--- config.mk ---
export PLATFORM = sky130hd
export DESIGN_NAME = alu_mul_sequencer
export DESIGN_NICKNAME = d
export VERILOG_FILES = /design/src/rtl/alu_mul_sequencer.sv
export SDC_FILE = /design/constraint.sdc
export NUM_CORES = 1
export LEC_CHECK = 0
export BUFFER_PORTS_ARGS = -buffer_cell sky130_fd_sc_hd__buf_4
export CAP_MARGIN = 25
export CORE_ASPECT_RATIO = 1.4
export CORE_MARGIN = 4
export CORE_UTILIZATION = 30
export DETAILED_ROUTE_END_ITERATION = 8
export PLACE_DENSITY = 0.54
export SLEW_MARGIN = 20
export SYNTH_ARGS = -nofsm -noshare
export SYNTH_HDL_FRONTEND = slang
export SYNTH_SLANG_ARGS = --single-unit
--- constraint.sdc ---
create_clock -name clk -period 2.3 [get_ports clk]
set_input_delay 0.69 -clock clk [delete_from_list [all_inputs] [get_ports clk]]
set_output_delay 0.69 -clock clk [all_outputs]
set_load 0.05 [all_outputs]
--- src/rtl/alu_mul_sequencer.sv ---
// -----------------------------------------------------------------------------
// alu_mul_sequencer
// Computes the low 32 bits of an unsigned 32x32 product by steering the shared
// execute-stage ALU through a shift-and-add loop. No multiplier is added; only
// ADD, SLL and SRL are issued, and every ALU result is captured back into the
// internal acc / mcand / mplier registers at the edge that leaves the state
// that drove the ALU.
//
// Ports:
//   clk               clock, all state updates on the rising edge
//   reset             synchronous active-high reset
//   in_start          start request, honoured only in IDLE
//   in_a_32           multiplicand, captured when a start is accepted
//   in_b_32           multiplier, captured when a start is accepted
//   in_alu_result_32  ALUResult fed back from the ALU
//   out_alu_op_4      ALUOperation driven to the ALU
//   out_alu_a_32      ALU operand A
//   out_alu_b_32      ALU operand B
//   out_alu_shamt_5   ALU shift amount (never 0)
//   out_busy          high while the loop runs (STEP, SHL, SHR)
//   out_done          one-cycle completion pulse
//   out_product_32    accumulator; valid from out_done until the next start
// -----------------------------------------------------------------------------
module alu_mul_sequencer (
   input  logic        clk,
   input  logic        reset,
   input  logic        in_start,
   input  logic [31:0] in_a_32,
   input  logic [31:0] in_b_32,
   input  logic [31:0] in_alu_result_32,
   output logic [3:0]  out_alu_op_4,
   output logic [31:0] out_alu_a_32,
   output logic [31:0] out_alu_b_32,
   output logic [4:0]  out_alu_shamt_5,
   output logic        out_busy,
   output logic        out_done,
   output logic [31:0] out_product_32
);

   localparam logic [3:0] ALU_AND = 4'b0000;
   localparam logic [3:0] ALU_ADD = 4'b0011;
   localparam logic [3:0] ALU_SLL = 4'b0101;
   localparam logic [3:0] ALU_SRL = 4'b0110;

   typedef enum logic [2:0] {
      S_IDLE = 3'd0,
      S_STEP = 3'd1,
      S_SHL  = 3'd2,
      S_SHR  = 3'd3,
      S_DONE = 3'd4
   } state_t;

   state_t      r_state;
   logic [31:0] r_acc;
   logic [31:0] r_mcand;
   logic [31:0] r_mplier;

   state_t      w_state_next;
   logic [31:0] w_acc_next;
   logic [31:0] w_mcand_next;
   logic [31:0] w_mplier_next;

   assign out_product_32 = r_acc;

   // State and datapath registers; reset forces IDLE with all registers cleared.
   always_ff @(posedge clk) begin
      if (reset) begin
         r_state  <= S_IDLE;
         r_acc    <= 32'd0;
         r_mcand  <= 32'd0;
         r_mplier <= 32'd0;
      end else begin
         r_state  <= w_state_next;
         r_acc    <= w_acc_next;
         r_mcand  <= w_mcand_next;
         r_mplier <= w_mplier_next;
      end
   end

   // Next-state, register-update and ALU-drive decode. Idle-state ALU drive
   // uses shamt=1 because the ALU treats a zero shift amount specially.
   always_comb begin
      w_state_next    = r_state;
      w_acc_next      = r_acc;
      w_mcand_next    = r_mcand;
      w_mplier_next   = r_mplier;
      out_alu_op_4    = ALU_AND;
      out_alu_a_32    = 32'd0;
      out_alu_b_32    = 32'd0;
      out_alu_shamt_5 = 5'd1;
      out_busy        = 1'b0;
      out_done        = 1'b0;

      case (r_state)
         S_IDLE: begin
            if (in_start) begin
               w_acc_next    = 32'd0;
               w_mcand_next  = in_a_32;
               w_mplier_next = in_b_32;
               w_state_next  = S_STEP;
            end else begin
               w_state_next  = S_IDLE;
            end
         end
         S_STEP: begin
            out_alu_op_4 = ALU_ADD;
            out_alu_a_32 = r_acc;
            out_alu_b_32 = r_mcand;
            out_busy     = 1'b1;
            // Exit as soon as no multiplier bits remain: leading zeros are free.
            if (r_mplier == 32'd0) begin
               w_state_next = S_DONE;
            end else begin
               if (r_mplier[0]) begin
                  w_acc_next = in_alu_result_32;
               end else begin
                  w_acc_next = r_acc;
               end
               w_state_next = S_SHL;
            end
         end
         S_SHL: begin
            out_alu_op_4    = ALU_SLL;
            out_alu_b_32    = r_mcand;
            out_alu_shamt_5 = 5'd1;
            out_busy        = 1'b1;
            w_mcand_next    = in_alu_result_32;
            w_state_next    = S_SHR;
         end
         S_SHR: begin
            out_alu_op_4    = ALU_SRL;
            out_alu_b_32    = r_mplier;
            out_alu_shamt_5 = 5'd1;
            out_busy        = 1'b1;
            w_mplier_next   = in_alu_result_32;
            w_state_next    = S_STEP;
         end
         S_DONE: begin
            out_done     = 1'b1;
            w_state_next = S_IDLE;
         end
         default: begin
            w_state_next = S_IDLE;
         end
      endcase
   end

endmodule

* Word-level counts from Yosys, hierarchy flattened
Cells that the tools add are included.
** Word-level totals
- Flip-flop bits (word level) :: 99
- Input port bits :: 99
- Output and inout bits :: 107
** Operators by class
- Equality and inequality tests :: 7
- Multiplexer cells :: 16
- Reduce and logical (&&, ||, !) cells :: 10
** Operator list (count)
- 32-bit one-hot mux with 2 select lines :: 4
- 32-bit 2-to-1 mux :: 6
- 32-bit zero test :: 1
- 3-bit one-hot mux with 4 select lines :: 1
- 3-bit one-hot mux with 3 select lines :: 1
- 3-bit by 2-bit == test with 1-bit output, second input constant :: 2
- 2-bit != test, second input constant :: 3
- 2-bit nonzero test :: 3
- 2-bit AND reduction :: 2
- 4-bit AND reduction :: 1
- 3-bit by 1-bit == test with 1-bit output, second input constant :: 1
- 3-bit == test, second input constant :: 1
- 3-bit zero test :: 1
- 1-bit 2-to-1 mux :: 3
- 3-bit 2-to-1 mux :: 1
- 3-bit OR reduction :: 1
- 2-bit OR reduction :: 1

* Depth between registers and ports, before layout
- Depth after elaboration :: 3
- Depth in mapped cells :: 8
- Gate-level depth less buffers :: 4

* Least setup slack after synthesis
Ideal clock, no wire load.
- Kind :: register to output
- Start point :: register r_state[1]
- End point :: output out_alu_b_32[11]
- Arrival :: 2017 ps
- Required time :: 1610 ps
- Path slack :: -407 ps
- Stages on the path, launching flop included :: 9
- Path buffers :: 4
- Cell sequence :: dfxtp_1 > buf_6 > nor2b_4 > and2_1 > buf_2 > or2_1 > buf_2 > buf_6 > a22o_1
** On the way
- Longest elaborated chain between the ends :: 3
- Elaborated cells on any way between the ends :: 5
- Classes of those cells :: eq/ne (3); mux (1); reduce/logical (1)
** Ends and longest elaborated chain
- start, declared :: RTL line 53 : state_t r_state;
- start signal, assigned :: RTL line 73 : r_state <= w_state_next;
- 3-bit by 1-bit == test with 1-bit output or 3-bit by 2-bit == test with 1-bit output (tied branches) :: RTL line 94 : case (r_state)
- 2-bit OR reduction (no line)
- 32-bit one-hot mux with 2 select lines * :: RTL line 94
- end, declared :: RTL line 33 : output logic [31:0] out_alu_b_32,
Every way passes the cells marked *; elsewhere a longest branch is shown, timed or not.

* Final worst setup path
- Start point :: register r_state[1]
- End point :: output out_alu_b_32[26]
Same word-level chain as after synthesis.

==> results.txt <==
Outcome: finished with violations
Failing checks: negative setup slack
CTS root buf: clkbuf_16
Crit. End Element: output port
CTS tree: built
Mapped Area: 4980 sq um
Synth warnings: 0
Synth Area in XOR/XNOR: 0%
CP Data Arrival Time: 1.83 ns
Max IR drop VDD: 0.385 mV
Die area: 18800 sq um
Crit path max fanout: 6
CTS Buf Count: 9
Nets: 860
RSZ-0062 raised after global routing: true
Crit path required time: 1.61 ns
Final Hold Viols: 0
Core Area: 16200 sq um
Clock sinks: 99
GP Congestion: 0.902
Fin util: 45.9%
# DRC: 0
Global route total overflow: 0
Worst clock skew: 0.00854 ns
RR Endpoint: r_mplier[22]$_SDFFE_PP0P_
Crit path cell chain: nor2b_4 > and2_4 > or2_4 > clkbuf_16 > a22o_4 > buf_6
Area Growth Syn to Fin: 49.5%
Max Cap Viol: 0
Synthesized flop and latch total: 99
Num rows: 55
Vias/cell: 5.10
Fmax: 0.398 GHz
Hold Crit Endpoint: out_product_32[9]$_SDFFE_PP0P_
Final ANT Viol Nets: 0
Share of layout cells above drive strength 1: 40.6%
Initial antenna violation count: 0
Synth Area in Adders: 0%
Clk_lat worst skew: 0.35 ns
Fill count: 1617
Tcrit/Tclk final: 109%
Inserted Diodes: 0
Setup violations, final: 65
Depth of the worst register-to-register path: 6
Initial Util: 30.7%
Syn Inst Count: 586
Cts hold-fix bufs: 0
Seq/Total Area, Yosys: 39.8%
Total GRT Usage: 19.6%
Library cells used by synthesis: 28
Final hold slack: 0.469 ns
Die width: 117 um
DRT iter0 DRCs: 193
Hold path startpoint: out_product_32[9]$_SDFFE_PP0P_
Slew HR: 59.9%
Leakage: 3.17 nW
Crit-path slowest cell: dfxtp_2
CP Class: reg -> out
Post-Synth Simple-Gate Area: 23.0%
Largest net degree at the start of global routing: 52
Compound-Gate Fraction of Synth Area: 23.3%
Drt total wl: 18700 um
Pre-Repair DR Iteration Count: 4
Slew Viols, Final: 0
Max incr delay on CP: 0.32 ns
Worst hold path type: reg -> reg
Worst Setup Start Kind: register
PD cells: 695 nW/um^2
Fin worst setup slack: -0.215 ns
CP top delay family: simple AND/OR/NAND/NOR gates
Syn Area/Cell: 8.50 sq um
Post-DP HPWL: 14000 um
Mux contribution to synthesized area: 6.63%
Minimum clock period: 2.52 ns
First-pass GRT wire length: 28300 um
Number of global-route vias before repair: 5024
Largest family of logic cells by synthesized area: compound AO/OA/AOI/OAI gates
WHS Path Cells: 2
# H-tree levels: 3
Most frequent cells in the layout: buf_4, nand2_1, dfxtp_1
Die Y-Extent: 160 um
Port bufs: 199
Commonest non-fill, non-tap cell in the layout: buf_4
Largest buffer count on any clock path: 2
Tightest Pin Transition: 0.601 ns
Buf+Inv Stages, Crit Path: 2
Worst r2r src: r_state[1]$_SDFF_PP0_
Place WS: 0.0243 ns
Routed WL per cell: 19.4 um
Flop-to-flop setup slack: 0.50 ns
# IOs: 206
Vias: 4922
Reg clk slew, reported paths: 0.07 ns
## where the power goes
group | switching [mW] | leakage [nW] | internal [mW]
Clock | 0.657 | 0.139 | 0.873
Sequential | 0.160 | 0.816 | 1.88
Combinational | 0.945 | 2.21 | 0.663
Total | 1.76 | 3.17 | 3.41
## worst max-delay path by stage
stage / endpoint / cells after the start / slack (ns) / start
after floorplan: out_alu_b_32[11] / 8 / -0.09 / r_state[1]$_SDFF_PP0_
after global placement: out_alu_b_32[17] / 6 / 0.07 / r_state[2]$_SDFF_PP0_
after detailed placement: out_alu_b_32[16] / 6 / 0.02 / r_state[2]$_SDFF_PP0_
after CTS: out_alu_b_32[10] / 6 / -0.22 / r_state[1]$_SDFF_PP0_
after global routing: out_alu_b_32[26] / 6 / -0.25 / r_state[1]$_SDFF_PP0_
final: out_alu_b_32[26] / 6 / -0.22 / r_state[1]$_SDFF_PP0_
## routing by layer
layer / routed length, um / vias up / track usage [%] / share of wire [%]
met5: 5 / - / 0 / 0.027
met4: 768 / 2 / 8.50 / 4.1
met3: 1020 / 33 / 4.00 / 5.5
met2: 9740 / 168 / 35.0 / 52
met1: 7180 / 2305 / 22.1 / 38
li1: - / 2414 / - / -
## state kept, by name (all words and copies together), names as in the netlist
name,cells
out_product_32,32
r_state,3
r_mplier,32
r_mcand,32
## stage by stage
step | setup TNS (ns) | cells | power [mW] | area [sq um]
after global placement | 0 | 946 | 3.56 | 6930
final | -10.72 | 965 | 5.17 | 7450
after CTS | -12.01 | 964 | 5.23 | 7410
after detailed placement | 0 | 946 | 3.59 | 6930
after floorplan | -2.34 | 590 | 3.12 | 5310
after global routing | -14.66 | 965 | 5.43 | 7450
## worst register-to-register path, cell delays in order, from the launching register on
cell,delay [ns]
dfxtp_2,0.32
buf_4,0.15
or3b_1,0.42
a21oi_4,0.23
buf_12,0.23
nor2_1,0.10
a311oi_2,0.25
## what timing repair did
item,4_1_cts,5_1_grt
hold endpoints to repair,0,0
resized for setup,42,3
buffers inserted,1,0
endpoints found under the setup margin,65,65
cloned,1,1
pin swaps,3,0
## synth_stat cells
cell type,instances,share of area [%]
clkbuf_1,34,2.6
buf_1,1,0.075
a211oi_1,32,4.8
dfxtp_1,99,40
o21ai_0,1,0.10
a22o_1,32,5.6
nor3_2,1,0.20
nor2b_4,1,0.28
mux2i_1,33,6.6
a311oi_1,4,0.70
conb_1,2,0.15
or3_1,1,0.13
buf_6,7,1.6
nand3_1,32,3.2
nor2_1,70,5.3
buf_2,10,1.0
nand4_1,2,0.25
buf_4,12,1.8
nor3_1,4,0.40
and2_1,35,4.4
nor4_1,8,1.0
a311oi_2,28,8.4
or2_1,1,0.13
nand2_1,100,7.5
inv_1,1,0.075
a21oi_4,1,0.33
a21oi_1,33,3.3
or3b_1,1,0.18
## kinds of logic after synthesis
| family | Yosys count |
|---|---|
| multiplexers | 33 |
| buffers and inverters | 65 |
| other | 2 |
| AO/OA/AOI/OAI | 131 |
| AND/OR/NAND/NOR | 256 |
| flip-flops | 99 |
## final cells by class
| type | count | area, sq um | area share [%] |
|---|---|---|---|
| tap | 199 | 249 | 3.34 |
| inverter | 1 | 3.75 | 0.0504 |
| sequential | 99 | 1990 | 26.7 |
| timing repair buffer | 224 | 1950 | 26.1 |
| clock buffer | 12 | 246 | 3.31 |
| multi-input combinational | 426 | 2970 | 39.8 |
| clock inverter | 4 | 50.0 | 0.672 |
(Power assumes the default switching activity.)
